## src/rtl/pipeline_ctrl.sv

```systemverilog
// Stall/flush scheduler for a 5-stage pipeline: load-use bubbles, taken-branch
// flushes and whole-pipe freeze around a req/ack data-memory access.
module pipeline_ctrl #(
   parameter int unsigned TIMEOUT = 255,
   parameter int unsigned CNT_W   = 16
) (
   input  logic             Clock_i,
   input  logic             Reset_n_i,
   input  logic [4:0]       id_rs_i,
   input  logic [4:0]       id_rt_i,
   input  logic             ex_memread_i,
   input  logic [4:0]       ex_rd_i,
   input  logic             id_branch_taken_i,
   input  logic             mem_access_i,
   input  logic             dmem_ack_i,
   output logic             pc_write_o,
   output logic             ifid_write_o,
   output logic             ifid_flush_o,
   output logic             idex_bubble_o,
   output logic             pipe_freeze_o,
   output logic             dmem_req_o,
   output logic             timeout_err_o,
   output logic [CNT_W-1:0] stall_cnt_o
);

   typedef enum logic [1:0] {
      ST_RUN  = 2'd0,
      ST_WAIT = 2'd1,
      ST_DONE = 2'd2
   } state_t;

   localparam logic [7:0]       TIMEOUT_C = 8'(TIMEOUT);
   localparam logic [CNT_W-1:0] STALL_MAX = '1;

   state_t           r_state;
   logic [7:0]       r_wait_cnt;
   logic             r_timeout_err;
   logic [CNT_W-1:0] r_stall_cnt;

   logic       w_load_use;
   logic       w_hold;
   logic [7:0] w_wait_inc;

   assign w_load_use = ex_memread_i && (ex_rd_i != 5'd0) &&
                       ((ex_rd_i == id_rs_i) || (ex_rd_i == id_rt_i));

   // DONE deliberately ignores mem_access_i so the finishing op is not re-requested.
   assign w_hold     = (r_state == ST_WAIT) || ((r_state == ST_RUN) && mem_access_i);
   assign w_wait_inc = r_wait_cnt + 8'd1;

   // NOTE: every output gets a default before the conditional overrides, so no
   // path leaves a signal unassigned and no latch is inferred.
   always_comb begin
      pc_write_o    = 1'b1;
      ifid_write_o  = 1'b1;
      ifid_flush_o  = 1'b0;
      idex_bubble_o = 1'b0;
      pipe_freeze_o = 1'b0;
      dmem_req_o    = (r_state == ST_WAIT);
      if (w_hold) begin
         pc_write_o    = 1'b0;
         ifid_write_o  = 1'b0;
         pipe_freeze_o = 1'b1;
      end else if (w_load_use) begin
         pc_write_o    = 1'b0;
         ifid_write_o  = 1'b0;
         idex_bubble_o = 1'b1;
      end else begin
         ifid_flush_o  = id_branch_taken_i;
      end
   end

   // NOTE: sequential state uses non-blocking assignments so every register
   // samples pre-edge values regardless of statement order.
   always_ff @(posedge Clock_i or negedge Reset_n_i) begin
      if (!Reset_n_i) begin
         r_state       <= ST_RUN;
         r_wait_cnt    <= 8'd0;
         r_timeout_err <= 1'b0;
      end else begin
         case (r_state)
            ST_RUN: begin
               if (mem_access_i) r_state <= ST_WAIT;
            end
            ST_WAIT: begin
               r_wait_cnt <= w_wait_inc;
               if (dmem_ack_i) begin
                  r_state <= ST_DONE;
               end else if (w_wait_inc == TIMEOUT_C) begin
                  r_timeout_err <= 1'b1;
                  r_state       <= ST_DONE;
               end
            end
            ST_DONE: begin
               r_wait_cnt <= 8'd0;
               r_state    <= ST_RUN;
            end
            default: begin
               r_wait_cnt <= 8'd0;
               r_state    <= ST_RUN;
            end
         endcase
      end
   end

   always_ff @(posedge Clock_i or negedge Reset_n_i) begin
      if (!Reset_n_i) begin
         r_stall_cnt <= '0;
      end else if (!pc_write_o && (r_stall_cnt != STALL_MAX)) begin
         r_stall_cnt <= r_stall_cnt + CNT_W'(1);
      end
   end

   assign timeout_err_o = r_timeout_err;
   assign stall_cnt_o   = r_stall_cnt;

endmodule

```

## config.mk

```make
export PLATFORM = sky130hd
export DESIGN_NAME = pipeline_ctrl
export DESIGN_NICKNAME = d
export VERILOG_FILES = /design/src/rtl/pipeline_ctrl.sv
export SDC_FILE = /design/constraint.sdc
export NUM_CORES = 1
export LEC_CHECK = 0
export ABC_AREA = 0
export CELL_PAD_IN_SITES_DETAIL_PLACEMENT = 0
export CELL_PAD_IN_SITES_GLOBAL_PLACEMENT = 1
export CORE_UTILIZATION = 36
export CTS_CLUSTER_DIAMETER = 30
export DETAILED_ROUTE_END_ITERATION = 10
export PLACE_DENSITY_LB_ADDON = 0.1
export SETUP_SLACK_MARGIN = 0.5
export SYNTH_ARGS = -nofsm -noshare
export SYNTH_HDL_FRONTEND = slang
export SYNTH_SLANG_ARGS = --single-unit
```

## constraint.sdc

```tcl
create_clock -name Clock_i -period 2.2 [get_ports Clock_i]
set_input_delay 0.44 -clock Clock_i [delete_from_list [all_inputs] [get_ports Clock_i]]
set_output_delay 0.44 -clock Clock_i [all_outputs]
set_load 0.03 [all_outputs]
```

# After elaboration in Yosys (flattened, before gate mapping)
# Cells that the tools add are included.
[classes]
add_sub_neg = 2
multipliers = 0
div = 0
order_cmp = 0
eq_ne = 7
shift = 0
n_mux = 12
bitwise = 1
reduce_logical = 11
[ops]
columns = ["op", "count"]
rows = [
  ["adder 16 x 1 -> 16 bit, second input constant", 1],
  ["inequality test 16 bit, second input constant", 1],
  ["one-hot mux 8 bit (2 select lines)", 1],
  ["equality test 5 bit", 2],
  ["adder 8 x 1 -> 8 bit, second input constant", 1],
  ["equality test 8 bit, second input constant", 1],
  ["2-to-1 mux 1 bit", 7],
  ["2-to-1 mux 2 bit", 3],
  ["nonzero test 5 bit", 1],
  ["logical AND 1 bit", 4],
  ["one-hot mux 2 bit (2 select lines)", 1],
  ["inequality test 3 x 2 -> 1 bit, second input constant", 1],
  ["AND reduction 3 bit", 1],
  ["equality test 2 x 1 -> 1 bit, second input constant", 1],
  ["zero test 2 bit", 1],
  ["logical OR 1 bit", 2],
  ["inequality test 2 bit, second input constant", 1],
  ["AND reduction 2 bit", 1],
  ["zero test 1 bit", 1],
  ["inverter 1 bit", 1],
]
[word_totals]
ff_bits = 27
latch_bits = 0
ramBits = 0
romBits = 0
inputBits = 21
out_inout_bits = 23
elab_cells = 37
memories = 0

# Logic depth before layout (Yosys ltp)
[logic_depth]
word_depth = 7
depth_mapped = 8
mapped_depth_nobuf = 7

# Worst setup path before layout
# Ideal clock, no wire load.
[synth_path]
kind = "input port to output port"
from = "in ex_rd_i[1]"
to = "out ifid_flush_o"
t_arrival_ns = 1.849
required_ns = 1.760
slack_ns = -0.089
stages = 6
n_path_buf = 1
path_cell_list = "or4_1 > o21ai_2 > o22ai_4 > inv_2 > buf_6 > and2_1"
[synth_between]
elab_chain_cells = 5
elab_cells_between_ends = 8
cone_classes = "eq/ne (2); mux (2); reduce/logical (4)"
[synth_lines]
columns = ["element", "line", "text"]
rows = [
  ["from (decl)", "12", "input logic [4:0] ex_rd_i,"],
  ["equality test 5 bit or nonzero test 5 bit (tied branches)", "45, 44", ""],
  ["logical OR 1 bit or logical AND 1 bit (tied branches)", "45, 44", ""],
  ["logical AND 1 bit *", "44", "assign w_load_use = ex_memread_i && (ex_rd_i != 5'd0) &&"],
  ["2-to-1 mux 1 bit *", "64", "end else if (w_load_use) begin"],
  ["2-to-1 mux 1 bit *", "60", "if (w_hold) begin"],
  ["to (decl)", "18", "output logic ifid_flush_o,"],
]
# Every way passes the cells marked *; elsewhere a longest branch is shown, timed or not.

# Final worst setup path
[layout_path]
from = "in ex_rd_i[4]"
to = "out ifid_flush_o"
# The elaborated chain is that of the path after synthesis.

==> run metrics <==
CP Launch Type=input pin; sequential area share after synthesis=0.4206; unrepaired setup endpoints after global routing=true; Clock Latency Late Sink=0.28 ns; drt initial violations=29; Synth-to-Final Area Change=49.14%; vias per inst=4.916; r2r endpoint=stall_cnt_o[5]; Mapped Nets=183; Worst Max-Slew Pin Slew=0.3485 ns; H-tree depth=1; Slew HR=0.7677; CP arrival=1.70 ns; fmax=468.1 MHz; Synth Warn #=0; hold depth=1; drt wl/cell=12.88 um; core outline area=4144 um^2; hpwl dp=2663 um; First-pass DRT Iterations=4; min-delay src=timeout_err_o; EDFF count, synth=0; Min-Delay Path Class=reg -> reg; Crit path max-delay family=simple AND/OR/NAND/NOR gates; cell count after synthesis=159; status=completed; Clock Pin Slew Worst Setup and Hold Paths=0.09 ns; mean post-synth cell area=10.10 um^2; Crit. End Element=output pin; count of input and output buffers=43; Die ar.=4733 um^2; post-route ant nets=0; PwrDens=850.8 nW/um^2; Sink Count=27; Ant. Diodes=0; Tcrit/Tclk final=0.9710; Post-synth ARST share=1.000; largest net degree at the start of global routing=28; Layout Skew=0.01343 ns; final WL=3528 um; grt ovf=0; IO Pins=44; row cnt=23; Req. time, crit path=1.76 ns; DRC Markers=0; total power draw=0.002039 W; CTS tree=yes; Crit Path Max Fanout=5; worst reg2reg setup slack=0.44 ns; gpl congestion=0.7766; Max-Cap Viols=0; Seq cells post-synth=27; vias in the first global route=1261; Leak=1.110 nW; Die Y=68.80 um; slowest stage cell, crit path=or4_4; Hold Fails Final Rpt=0; Cell Chain, Critical Path=buf_8, or4_4, o21ai_4, o22ai_4, inv_2, and2_4, buf_6; fin nets=249; first-pass GRT wire length=5768 um; share of cells above drive strength 1=0.3527; Die X-Extent=68.80 um; Syn Std Cell Area=1607 um^2; crit path buf inv count=3; RR Startpoint=r_state[1]; synth unique cells=41; max incr delay on CP=0.54 ns; CTS buffer count=3; Final Critical Period=2.136 ns; Max Buffers Root-to-Sink=2; R2R depth=6; Max rail drop VDD=0.3785 mV; Pins Over Slew Limit=0; antenna violations before repair=0; Hold Buf Count CTS=0; Setup CP Type=in -> out; setup tns final=0 ns; total vias in the final route=1347; Initial Util=0.3877; Hold Path Sink=timeout_err_o; prevailing post-synth register cell=dfrtp_1; CTS Root Buffer Type=clkbuf_8; final setup violation count=0; overall global routing resource usage=0.1671
## power breakdown
| part | switching, W | internal, W | total, W | leakage, nW |
|---|---|---|---|---|
| logic | 0.000506 | 0.000425 | 0.000931 | 0.749 |
| clock network | 0.000171 | 0.000129 | 0.000300 | 0.0217 |
| registers | 0.000173 | 0.000634 | 0.000807 | 0.339 |
| total | 0.000850 | 0.00119 | 0.00204 | 1.11 |
## how the worst max path moves through the flow
stage | cells past startpoint | to | startpoint
finish | 7 | ifid_flush_o | ex_rd_i[4]
global route | 7 | ifid_flush_o | ex_rd_i[4]
CTS | 7 | ifid_flush_o | ex_rd_i[4]
detailed placement | 7 | ifid_flush_o | ex_rd_i[1]
global placement | 7 | ifid_flush_o | ex_rd_i[1]
floorplan | 6 | ifid_flush_o | ex_rd_i[1]
## cell type report
cell class | instances | area (um^2)
Inverter | 6 | 22.52
Fill cell | 388 | 1748
Timing Repair Buffer | 66 | 583.1
Tap cell | 50 | 62.56
Clock buffer | 3 | 41.29
Clock inverter | 1 | 7.507
Sequential cell | 27 | 686.9
Multi-Input combinational cell | 121 | 992.2
## metrics by stage
stage	hold slack, ns	setup WS [ns]	utilization	instance area (um^2)	cells
after detailed placement	0.4810	-0.4356	0.5263	2181	260
final	0.4893	0.06375	0.5782	2396	274
after CTS	0.4984	0.04813	0.5547	2298	268
after global placement	0.4551	-0.4152	0.5263	2181	260
after global routing	0.5130	0.01192	0.5782	2396	274
after floorplan	0.1444	0.04473	-	1653	159
## state kept, by name (all words and copies together), names as in the netlist
register       cells
r_state            2
timeout_err_o      1
stall_cnt_o       16
r_wait_cnt         8
## cell usage after synthesis (2+ instances only)
| cell | count | share of area |
|---|---|---|
| a21oi_1 | 3 | 0.0093 |
| a31oi_1 | 5 | 0.019 |
| and2_1 | 3 | 0.012 |
| buf_6 | 2 | 0.014 |
| dfrtp_1 | 27 | 0.42 |
| ha_1 | 3 | 0.023 |
| inv_1 | 5 | 0.012 |
| nand2_1 | 11 | 0.026 |
| nand3_1 | 10 | 0.031 |
| nand4_1 | 3 | 0.012 |
| nor2_1 | 19 | 0.044 |
| nor3_1 | 8 | 0.025 |
| nor3_2 | 2 | 0.012 |
| nor4b_2 | 2 | 0.019 |
| xnor2_1 | 10 | 0.055 |
| xnor2_2 | 2 | 0.020 |
| xor2_1 | 20 | 0.11 |
## routing by layer
layer | up-vias | global-route usage | routed length (um)
li1 | 679 | - | -
met1 | 626 | 0.2237 | 1672
met2 | 40 | 0.2745 | 1661
met3 | 2 | 0.03618 | 167
met4 | 0 | 0.03827 | 27
met5 | - | 0 | 0
## logic make-up after synthesis
group / synth area share
multiplexers: 0.01557
adder cells (fa/ha/maj): 0.02337
flip-flops: 0.4206
AND/OR/NAND/NOR: 0.2399
AO/OA/AOI/OAI: 0.07710
buffers and inverters: 0.03972
XOR/XNOR: 0.1838
## layout by cell type (no fill, tap or decap), types with 3 or more instances in the layout
cell             synthesis  final
a21oi_1                  3      3
a31oi_1                  5      5
buf_2                    0      3
buf_4                    1     20
buf_6                    2      8
clkbuf_8                 0      3
clkdlybuf4s50_1          0      4
dfrtp_1                 27     18
dfrtp_2                  0      9
dlygate4sd2_1            0     27
inv_1                    5      5
nand2_1                 11     10
nand3_1                 10      9
nand4_1                  3      3
nor2_1                  19     16
nor3_2                   2      5
nor3_4                   0      3
xnor2_1                 10      9
xnor2_2                  2      3
xor2_1                  20     20
## what timing repair did
| item | 4_1_cts | 5_1_grt |
|---|---|---|
| gates cloned | 0 | 0 |
| setup endpoints to repair | 39 | 18 |
| pin swaps | 21 | 11 |
| resized for setup | 74 | 13 |
| setup buffers | 4 | 6 |
No activity file was read; power rests on OpenSTA's default activity.
